--- src/rtl/fetch_unit.sv ---
// Y86-64 fetch stage: byte-serial instruction fetch, length decode and field assembly.
// Optional counters are enabled by defining FETCH_STAT_EN.
//
// state | meaning
// IDLE  | waiting for a PC load
// FETCH | issuing byte reads, imem_req_o high
// DONE  | decoded instruction presented, held until instr_ready_i
module fetch_unit #(
  parameter int unsigned TIMEOUT = 16
) (
  input  logic        clk_i,
  input  logic        rst_n_i,
  input  logic [63:0] pc_i,
  input  logic        pc_load_i,
  output logic        pc_ready_o,
  output logic        imem_req_o,
  output logic [63:0] imem_addr_o,
  input  logic        imem_ack_i,
  input  logic [7:0]  imem_rdata_i,
  input  logic        imem_err_i,
  output logic        instr_valid_o,
  input  logic        instr_ready_i,
  output logic [3:0]  icode_o,
  output logic [3:0]  ifun_o,
  output logic [3:0]  rA_o,
  output logic [3:0]  rB_o,
  output logic [63:0] valC_o,
  output logic [63:0] valP_o,
  output logic        instr_invalid_o,
  output logic        imem_error_o,
  output logic        busy_o,
  output logic [31:0] stat_instr_o,
  output logic [31:0] stat_wait_o
);

  typedef enum logic [1:0] {S_IDLE, S_FETCH, S_DONE} state_t;

  state_t      state_q, state_d;
  logic [63:0] pc_q, addr_q, valc_q, valp_q;
  logic [3:0]  cnt_q, len_q, icode_q, ifun_q, ra_q, rb_q;
  logic        inv_q, err_q;
  logic        load_acc, ack_acc, last_byte, abort, tmo_hit;
  logic [3:0]  len_cur;
  logic [2:0]  cbyte;

  function automatic logic [3:0] ilen(input logic [3:0] ic);
    case (ic)
      4'h2, 4'h6, 4'hA, 4'hB: ilen = 4'd2;
      4'h3, 4'h4, 4'h5:       ilen = 4'd10;
      4'h7, 4'h8:             ilen = 4'd9;
      default:                ilen = 4'd1;
    endcase
  endfunction

  assign pc_ready_o = (state_q == S_IDLE) || (state_q == S_DONE && instr_ready_i);
  assign load_acc   = pc_load_i && pc_ready_o;
  assign ack_acc    = (state_q == S_FETCH) && imem_ack_i;
  assign len_cur    = (cnt_q == 4'd0) ? ilen(imem_rdata_i[7:4]) : len_q;
  assign last_byte  = ack_acc && !imem_err_i && (cnt_q + 4'd1 == len_cur);
  assign abort      = (ack_acc && imem_err_i) || tmo_hit;
  // constant bytes start at offset 2 for 10-byte forms, offset 1 for 9-byte forms
  assign cbyte      = (len_q == 4'd10) ? 3'(cnt_q - 4'd2) : 3'(cnt_q - 4'd1);

  generate
    if (TIMEOUT == 0) begin : g_no_tmo
      assign tmo_hit = 1'b0;
    end else begin : g_tmo
      localparam int unsigned TW = (TIMEOUT > 1) ? $clog2(TIMEOUT) : 1;
      logic [TW-1:0] tmr_q;
      always_ff @(posedge clk_i or negedge rst_n_i) begin
        if (!rst_n_i)                tmr_q <= '0;
        else if (load_acc || ack_acc) tmr_q <= TW'(TIMEOUT - 1);
        else if (state_q == S_FETCH && tmr_q != '0) tmr_q <= tmr_q - 1'b1;
      end
      assign tmo_hit = (state_q == S_FETCH) && !imem_ack_i && (tmr_q == '0);
    end
  endgenerate

  always_ff @(posedge clk_i or negedge rst_n_i) begin
    if (!rst_n_i) state_q <= S_IDLE;
    else          state_q <= state_d;
  end

  always_comb begin
    state_d = state_q;
    case (state_q)
      S_IDLE:  if (load_acc) state_d = S_FETCH;
      S_FETCH: if (last_byte || abort) state_d = S_DONE;
      S_DONE:  if (instr_ready_i) state_d = load_acc ? S_FETCH : S_IDLE;
      default: state_d = S_IDLE;
    endcase
  end

  always_ff @(posedge clk_i or negedge rst_n_i) begin
    if (!rst_n_i) begin
      pc_q    <= '0;
      addr_q  <= '0;
      cnt_q   <= '0;
      len_q   <= 4'd1;
      icode_q <= '0;
      ifun_q  <= '0;
      ra_q    <= 4'hF;
      rb_q    <= 4'hF;
      valc_q  <= '0;
      valp_q  <= '0;
      inv_q   <= 1'b0;
      err_q   <= 1'b0;
    end else if (load_acc) begin
      pc_q    <= pc_i;
      addr_q  <= pc_i;
      cnt_q   <= '0;
      len_q   <= 4'd1;
      icode_q <= '0;
      ifun_q  <= '0;
      ra_q    <= 4'hF;
      rb_q    <= 4'hF;
      valc_q  <= '0;
      valp_q  <= '0;
      inv_q   <= 1'b0;
      err_q   <= 1'b0;
    end else if (state_q == S_FETCH) begin
      if (abort) begin
        err_q  <= 1'b1;
        valp_q <= pc_q + 64'(cnt_q);
      end else if (ack_acc) begin
        cnt_q <= cnt_q + 4'd1;
        if (cnt_q == 4'd0) begin
          icode_q <= imem_rdata_i[7:4];
          ifun_q  <= imem_rdata_i[3:0];
          len_q   <= len_cur;
          inv_q   <= imem_rdata_i[7:4] > 4'hB;
        end else if (cnt_q == 4'd1 && (len_q == 4'd2 || len_q == 4'd10)) begin
          ra_q <= imem_rdata_i[7:4];
          rb_q <= imem_rdata_i[3:0];
        end else begin
          valc_q[{cbyte, 3'b000} +: 8] <= imem_rdata_i;
        end
        if (last_byte) valp_q <= pc_q + 64'(len_cur);
        else           addr_q <= addr_q + 64'd1;
      end
    end
  end

  assign imem_req_o      = (state_q == S_FETCH);
  assign busy_o          = (state_q == S_FETCH);
  assign instr_valid_o   = (state_q == S_DONE);
  assign imem_addr_o     = addr_q;
  assign icode_o         = icode_q;
  assign ifun_o          = ifun_q;
  assign rA_o            = ra_q;
  assign rB_o            = rb_q;
  assign valC_o          = valc_q;
  assign valP_o          = valp_q;
  assign instr_invalid_o = inv_q;
  assign imem_error_o    = err_q;

`ifdef FETCH_STAT_EN
  logic [31:0] st_instr_q, st_wait_q;
  always_ff @(posedge clk_i or negedge rst_n_i) begin
    if (!rst_n_i) begin
      st_instr_q <= '0;
      st_wait_q  <= '0;
    end else begin
      if (instr_valid_o && instr_ready_i) st_instr_q <= st_instr_q + 32'd1;
      if (imem_req_o && !imem_ack_i)      st_wait_q  <= st_wait_q + 32'd1;
    end
  end
  assign stat_instr_o = st_instr_q;
  assign stat_wait_o  = st_wait_q;
`else
  assign stat_instr_o = '0;
  assign stat_wait_o  = '0;
`endif

endmodule

--- config.mk ---
export PLATFORM = sky130hd
export DESIGN_NAME = fetch_unit
export DESIGN_NICKNAME = d
export VERILOG_FILES = /design/src/rtl/fetch_unit.sv
export SDC_FILE = /design/constraint.sdc
export NUM_CORES = 1
export LEC_CHECK = 0
export ABC_CLOCK_PERIOD_IN_PS = 4700
export BUFFER_PORTS_ARGS = -buffer_cell sky130_fd_sc_hd__buf_2
export CAP_MARGIN = 20
export CORE_MARGIN = 2
export CORE_UTILIZATION = 55
export DETAILED_ROUTE_END_ITERATION = 8
export PLACE_DENSITY = 0.87
export SYNTH_ARGS = -nofsm -noshare
export SYNTH_HDL_FRONTEND = slang
export SYNTH_SLANG_ARGS = --single-unit
--- constraint.sdc ---
create_clock -name clk_i -period 4.7 [get_ports clk_i]
set_input_delay 0.705 -clock clk_i [delete_from_list [all_inputs] [get_ports clk_i]]
set_output_delay 0.705 -clock clk_i [all_outputs]
set_load 0.03 [all_outputs]
==> results list, run 1 <==
- The flow ran to the end, and the final reports show no timing, DRC or antenna violations.
- Core region area: 27000 um^2
* Detailed placement HPWL: 30900 um
* Overall via count from detail_route: 13600
* ANT nets after route: 0
* Clock tree from TritonCTS: done
* RSZ-0062 raised after global routing: false
- Hold_buf cts: 0
* Row count: 60
- Classification of the worst-slack hold path: input pin to async pin
- First-pass GRT wire length: 68700 um
- Timing analysis after detailed placement gives a worst setup slack of 0.456 ns.
- Once layout is done, the placed cells without fillers occupy 17500 um^2.
- Maximum number of pins on one net before global-route repair: 132
- Kind of critical path: flop to flop
* Cells after synthesis: 1663
- Crit path required time: 5.16 ns
- Transition time at the pin with the least slew margin: 1.05 ns
- Die outline height: 170 um
* Gate power share: 0.427
* Clk pin slew, worst setup/hold paths: 0.06 ns
- Mean Syn Cell Area: 9.10 um^2
* Area enclosed by the die boundary: 28900 um^2
- Counting every sink on the clock net gives 288.
* Number of port buffers: 291
* Drt pass-1 iters: 5
- Headroom to the max-slew limit came out at 0.301.
- Setup TNS Final: 0 ns
- H-tree level count: 1
* Global-route usage over all layers: 0.298
- At the end of the flow, the number of nets in the layout was 2006.
- Net Sw Frac: 0.463
* Final Worst Setup Slack: 0.417 ns
- Number of hold violations in the final report: 0
- Post-DR wirelength/cell: 19.3 um
- Startpoint class of the critical path: flop
- The initial antenna violation count came to 0.
* Int Power: 0.00615 W
- Total grt overflow: 0
- During synthesis, Yosys emitted a total of 0 warnings.
- In this run the worst path has a maximum fanout of 10.
- Asr flop ratio synth: 1.00
- Of the available clock period, the critical path in the final layout requires 0.911.
* Gp weighted congestion: 0.882
- Setup repair bufs after CTS: 0
- Num CTS Buffers: 31
* Min Clock Period, post-route: 4.28 ns
- Fill cell total of the finished layout: 2149
- Counting flops and latches in the post-synthesis netlist gives 288.
- Top-level port count: 356
- The tree is rooted in a sky130_fd_sc_hd__clkbuf_16.
- In the routed design, unresolved DRC markers number 0.
- The worst setup path is captured at a flop.
* Post-detailed-routing wire length: 44000 um
- Max Transition Viols Final: 0
- The netlist uses 65 different library cells.
- For this configuration, the core starts out at a cell density of 0.561.
- Of the synthesized area, sequential elements account for 0.477.
- The first routing iteration left 1429 violations.
- Static timing analysis puts the maximum clock frequency at 233 MHz.
- Fin Clk Skew: 0.0234 ns
- P_leak: 8.49 nW
- Clock network latency to the later pin of the worst-skew pair: 0.56 ns
* Maxcap violations: 0
* Clock group share of total power: 0.198
- Share of final-layout standard cells stronger than drive strength 1: 0.204
* Count of flip-flops with a built-in enable after synthesis: 0
- Per-cell via count in the routed design: 5.97
* Maximum vdd ir drop: 0.000388 V
- At the worst endpoint, the arrival time is 4.75 ns.
- Bufs on Longest Clock Path: 3
- Sequential cell fraction of total power: 0.374
- In this run the horizontal extent of the chip is 170 um.
* Post-cts repair resize count: 0
* Vias in the first global route: 12900
- Area of the mapped netlist: 15100 um^2
* Power density over the cells: 653 nW/um^2
* Number of endpoints failing setup at the final stage: 0
* Post-synthesis to final-layout area growth: 16.0%
- Net switching component of the power: 0.00531 W
- Post-synth top flop: sky130_fd_sc_hd__dfrtp_1
- In this run the cell area measured after placement is 16600 um^2.
power by group through the flow:
stage / registers, W / logic [W] / clock network [W]
finish: 0.00429 / 0.00489 / 0.00227
floorplan: 0.00505 / 0.00256 / 0
CTS: 0.00424 / 0.00490 / 0.00229
detailed placement: 0.00427 / 0.00486 / 0
global route: 0.00438 / 0.00533 / 0.00239
global placement: 0.00422 / 0.00469 / 0
sequential cells by signal, indices dropped and copies added (netlist names):
name             count
cnt_q                4
ifun_o               4
valC_o              64
rA_o                 4
pc_q                64
state_q              2
g_tmo.tmr_q          4
icode_o              4
imem_addr_o         64
rB_o                 4
instr_invalid_o      1
valP_o              64
len_q                4
imem_error_o         1
through the flow:
step	std cells	hold WS, ns	utilization	total power, W
after detailed placement	2220	0.487	0.616	0.00913
after CTS	2275	0.294	0.651	0.0114
after global placement	2220	0.477	0.616	0.00892
after floorplan	1726	0.409	-	0.00762
after global routing	2275	0.307	0.651	0.0121
final	2276	0.216	0.651	0.0115
worst paths after layout:
check	startpoint	endpoint	slack, ns	depth (start not counted)
min in group clk_i	pc_i[11]	pc_q[11]	0.35	3
setup / recovery	g_tmo.tmr_q[0]	valP_o[38]	0.42	17
setup reg to reg	g_tmo.tmr_q[0]	valP_o[38]	0.42	17
hold / removal	rst_n_i	valP_o[35]	0.22	1
hold reg to reg	icode_o[0]	icode_o[0]	0.50	2
max in group asynchronous	rst_n_i	imem_addr_o[58]	3.31	2
cell usage after synthesis, types with 14 or more instances:
cell type | number | area [um^2]
sky130_fd_sc_hd__or4_1 | 26 | 195
sky130_fd_sc_hd__nand3_1 | 118 | 591
sky130_fd_sc_hd__o211ai_1 | 29 | 218
sky130_fd_sc_hd__o21ai_0 | 54 | 270
sky130_fd_sc_hd__nand2_1 | 333 | 1250
sky130_fd_sc_hd__dfrtp_1 | 279 | 6980
sky130_fd_sc_hd__and3_1 | 31 | 194
sky130_fd_sc_hd__buf_4 | 74 | 556
sky130_fd_sc_hd__nor2_1 | 155 | 582
sky130_fd_sc_hd__ha_1 | 15 | 188
sky130_fd_sc_hd__a21oi_1 | 24 | 120
sky130_fd_sc_hd__and2_1 | 21 | 131
sky130_fd_sc_hd__inv_1 | 27 | 101
sky130_fd_sc_hd__nor3_1 | 38 | 190
sky130_fd_sc_hd__xnor2_1 | 45 | 394
sky130_fd_sc_hd__buf_2 | 14 | 70.1
sky130_fd_sc_hd__nand4_1 | 33 | 206
sky130_fd_sc_hd__xor2_1 | 27 | 236
sky130_fd_sc_hd__mux2i_1 | 81 | 811
sky130_fd_sc_hd__clkbuf_1 | 59 | 221
sky130_fd_sc_hd__a211oi_1 | 49 | 368
sky130_fd_sc_hd__and4_1 | 16 | 140
area by class of cell:
class                      count  area, um^2  share of cell area
timing repair buffer         309        1660              0.0949
clock inverter                10        56.3             0.00321
antenna                        1        2.50            0.000143
inverter                      27         101             0.00578
multi-input combinational   1255        7200               0.410
tap                          341         427              0.0243
sequential                   288        7220               0.411
clock buffer                  45         878              0.0501
routing by layer:
layer	vias up	share of wire	GRT usage
met5	-	0	0
met4	0	0.038	0.112
met3	125	0.099	0.0637
met2	720	0.47	0.484
met1	6607	0.39	0.395
li1	6138	-	-
critical path, cell delays in order, from the launching register on:
cell and delay (ns):
sky130_fd_sc_hd__dfrtp_1 0.38, sky130_fd_sc_hd__inv_1 0.12, sky130_fd_sc_hd__ha_1 0.19, sky130_fd_sc_hd__or3b_2 0.47
sky130_fd_sc_hd__nor2_1 0.10, sky130_fd_sc_hd__a21oi_1 0.05, sky130_fd_sc_hd__nor2_1 0.50, sky130_fd_sc_hd__nand2_1 0.11
sky130_fd_sc_hd__o21ai_0 0.11, sky130_fd_sc_hd__ha_1 0.22, sky130_fd_sc_hd__fa_1 0.23, sky130_fd_sc_hd__nand3_1 0.14
sky130_fd_sc_hd__a21o_1 0.22, sky130_fd_sc_hd__or2_2 0.40, sky130_fd_sc_hd__nor3_1 0.42, sky130_fd_sc_hd__nand2_1 0.13
sky130_fd_sc_hd__xor2_1 0.16, sky130_fd_sc_hd__a211oi_1 0.26
logic make-up after synthesis:
family / synth area share
AOI/OAI and AO/OA: 0.0894
xor gates and xnor gates: 0.0438
adders and majority gates: 0.0137
buffers and inverters: 0.0649
DFF: 0.477
muxes: 0.0566
other: 0.000248
and+or+nand+nor: 0.254
cells in the final DEF (no fill, tap or decap), types with 29 or more instances in the layout:
cell	count
sky130_fd_sc_hd__o211ai_1	29
sky130_fd_sc_hd__nor3_1	38
sky130_fd_sc_hd__dfrtp_1	279
sky130_fd_sc_hd__mux2i_1	81
sky130_fd_sc_hd__and3_1	31
sky130_fd_sc_hd__nand4_1	33
sky130_fd_sc_hd__o21ai_0	54
sky130_fd_sc_hd__a211oi_1	49
sky130_fd_sc_hd__clkbuf_16	31
sky130_fd_sc_hd__conb_1	64
sky130_fd_sc_hd__nand3_1	118
sky130_fd_sc_hd__nor2_1	155
sky130_fd_sc_hd__xnor2_1	45
sky130_fd_sc_hd__nand2_1	332
sky130_fd_sc_hd__buf_2	290
Note: power is estimated with default switching activity, not from simulation.
==> run 2, diff against run 1 <==
CELL_PAD_IN_SITES_DETAIL_PLACEMENT = 2   (was default)
CELL_PAD_IN_SITES_GLOBAL_PLACEMENT = 2   (was default)
CORE_ASPECT_RATIO = 1.2   (was default)
CORE_UTILIZATION = 33   (was 55)
==> run 2 against run 1 <==
First-iteration DRC count is 63% lower. Sequential power up 2%. Wire length increased by 33%. Sequential cell count is the same. Worst hold slack improved by 0.076 ns. Non-clock buffer count rose by 3. Design area is 3.7% higher. Clock power increased by 26%. Sequential share of layout area shrank 1.5 points. Core utilization decreased by 25 points. Largest cell class unchanged.
==> results list, run 2 (synthesis results as in run 1) <==
- The relative slew slack came to 0.308 (+0.00756).
- The height of the die came to 239 um (+40%).
* Overall via count from detail_route: 13700 (+0.49%)
- Root buf cell: sky130_fd_sc_hd__clkbuf_16
- The all-layer global routing usage came to 0.245 (-0.0525).
- Worst reg2reg endpoint: valP_o[36]
* Transition time at the pin with the least slew margin: 1.04 ns (-0.0113 ns)
* Maximum number of pins on one net before global-route repair: 123 (-6.8%)
- CP delay by family, top: simple AND/OR/NAND/NOR gates
* Final Worst Setup Slack: 0.334 ns (-0.0827 ns)
- The flow ran to the end, and the final reports show no timing, DRC or antenna violations.
* Area of all placed cells without fillers: 18200 um^2 (+3.7%)
* Starting utilization of the core area: 0.336 (-0.226)
- ANT nets after route: 0 (unchanged)
- The remaining routing DRC violations was 0 (unchanged).
- Most used cells in the layout excluding fill and tap cells: 332 x sky130_fd_sc_hd__nand2_1, 290 x sky130_fd_sc_hd__buf_2, 279 x sky130_fd_sc_hd__dfrtp_1, 154 x sky130_fd_sc_hd__nor2_1, 118 x sky130_fd_sc_hd__nand3_1
- Pre-CTS worst setup slack: 0.187 ns (-0.269 ns)
- The share of final-layout standard cells stronger than drive strength 1 is 0.211 (+0.00770).
- The clock slew at the register clock pins of the worst setup and hold paths was 0.06 ns (about the same).
* H-tree level count: 2 (+1)
- The detailed-router iteration count before antenna repair was 5 (unchanged).
- Maximum fanout encountered on the critical timing path: 10 (unchanged)
- met2 is the most crowded layer.
- The maximum number of buffers from clock root to sink is 3 (unchanged).
* Max Transition Viols Final: 0 (unchanged)
- The number of placement rows was 85 (+42%).
- RSZ-0062 raised after global routing: false
* Int Power: 0.00661 W (+7.5%)
* Number of port buffers: 291 (unchanged)
* Hold_buf cts: 0 (unchanged)
* Post-detailed-routing wire length: 58300 um (+33%)
- The total of endpoints with negative setup slack in the final report is 0 (unchanged).
- The placement-stage cell area was 17000 um^2 (+2.3%).
* Area enclosed by the die boundary: 47600 um^2 (+65%)
* Max incr delay on CP: 0.46 ns (-0.04 ns)
* Non-filler cells, final: 2553 (+12%)
- Leaving out fill and tap cells, the most frequent cell in the layout is sky130_fd_sc_hd__nand2_1.
* Arrival @ worst endpoint: 4.80 ns (+0.05 ns)
- The final total power was 0.0123 W (+7.6%).
- The required time of the worst setup path was 5.13 ns (-0.03 ns).
* Setup TNS Final: 0 ns (unchanged)
- Traced cell by cell, the critical path runs through inv_1, ha_1, or3b_2, nor2_1, a21oi_1, nor2_2, nand2_1, o21ai_0, ha_1, fa_1, nand3_1, a21o_1, or2_2, nor3_1, nand3_1, xor2_1, a211oi_1.
- The part of the cycle the worst path needs came to 0.929 (+0.0176).
- The number of buffers created by CTS was 34 (+9.7%).
- Sort of element at the end of the critical path: flop
- The number of sinks on the clock net came to 288 (unchanged).
* Startpoint of the worst-slack reg-to-reg timing path: g_tmo.tmr_q[0]
* Core region area: 45100 um^2 (+67%)
- Reg2reg path depth: 17 (unchanged)
- The count of buffer and inverter cells on the critical path was 1 (unchanged).
- Number of hold violations in the final report: 0 (unchanged)
* Clock network latency to the later pin of the worst-skew pair: 0.53 ns (-0.03 ns)
* Reg-to-reg slack, setup: 0.33 ns (-0.08 ns)
* Global Route met3 Usage: 0.0506 (-0.0131)
- The number of fill cells came to 5056 (+140%).
- The fraction of power spent switching nets was 0.464 (+0.000476).
- The sequential share of power came to 0.354 (-0.020).
* Maxcap violations: 0 (unchanged)
- Gate power share: 0.415 (-0.012)
- The global-route track usage on met1 was 0.286 (-0.109).
- Kind of critical path: flop to flop
- Post-synthesis to final-layout area growth: 20.3%
- Dpl cells: 2491 (+12%)
- Detailed placement HPWL: 41500 um (+34%)
* Net switching component of the power: 0.00572 W (+7.7%)
- The overall die width is 199 um (+17%).
- Highest clock frequency the design can meet: 229 MHz (-1.9%)
* Vias in the first global route: 15300 (+19%)
* Min Clock Period, post-route: 4.37 ns (+0.0827 ns)
- The clock power share was 0.231 (+0.033).
- Fin Clk Skew: 0.0205 ns (-0.00288 ns)
* Top-level port count: 356 (unchanged)
- Gp weighted congestion: 0.810 (-8.2%)
- Standard cell with the maximum stage delay on the critical path: sky130_fd_sc_hd__or3b_2
- First-pass GRT wire length: 90400 um (+32%)
- The tightest min-delay check is of the input pin to async pin type.
- Total grt overflow: 0 (unchanged)
* P_leak: 8.65 nW (+1.8%)
- Power density over the cells: 677 nW/um^2 (+3.7%)
- TritonCTS built the clock tree.
- Number of antenna violations at the first check in global routing: 1 (+1)
- The antenna diode count is 0 (-1).
- The worst setup path is launched from a flop.
- Per-cell via count in the routed design: 5.35 (-10%)
- The routed length per instance came to 22.8 um (+18%).
* # nets final: 2012 (+0.30%)
* Seq. cell area: 7220 um^2 (unchanged)
- Iteration-0 DRC Markers: 528 (-63%)
- Area of the multi-input gates: 7200 um^2 (about the same)
- The global routing met2 resource utilization is 0.434 (-0.0496).
* Maximum vdd ir drop: 0.000258 V (-34%)
run 2: area by class of cell:
class | instances | share of cell area
Sequential cell | 288 | 0.397
Multi-Input combinational cell | 1255 | 0.396
Timing Repair Buffer | 312 | 0.0940
Clock buffer | 52 | 0.0606
Tap cell | 609 | 0.0419
Clock inverter | 10 | 0.00577
Inverter | 27 | 0.00557
run 2: worst max path at each step:
stage | startpoint | cells past startpoint | slack (ns) | end
5_1_grt | cnt_q[0] | 15 | 0.02 | valP_o[36]
3_3_place_gp | g_tmo.tmr_q[0] | 15 | 0.57 | valP_o[36]
2_1_floorplan | g_tmo.tmr_q[0] | 17 | 0.94 | valP_o[50]
4_1_cts | g_tmo.tmr_q[0] | 17 | 0.11 | valP_o[58]
6_report | g_tmo.tmr_q[0] | 17 | 0.33 | valP_o[36]
3_5_place_dp | g_tmo.tmr_q[0] | 17 | 0.19 | valP_o[36]
run 2: layer usage:
metal,share of wire,routed length [um]
met5,0.00012,7
met4,0.042,2430
met3,0.057,3300
met2,0.51,29600
met1,0.39,22900
run 2: power by group through the flow:
stage                     clock network [W]  registers [W]  logic (W)
after floorplan                           0        0.00505    0.00256
after global placement                    0        0.00430    0.00484
after detailed placement                  0        0.00437    0.00511
after CTS                           0.00291        0.00435    0.00519
after global routing                0.00301        0.00448    0.00560
final                               0.00285        0.00436    0.00512
run 2: through the flow:
stage          utilization  hold WS, ns
2_1_floorplan            -        0.409
3_3_place_gp         0.377        0.476
3_5_place_dp         0.377        0.502
4_1_cts              0.404        0.345
5_1_grt              0.404        0.375
6_report             0.404        0.292
run 2: timing repair:
| action | in CTS | in global routing |
|---|---|---|
| endpoints found under the setup margin | 0 | 10 |
| buffers inserted | 0 | 0 |
| gates resized for setup | 0 | 1 |
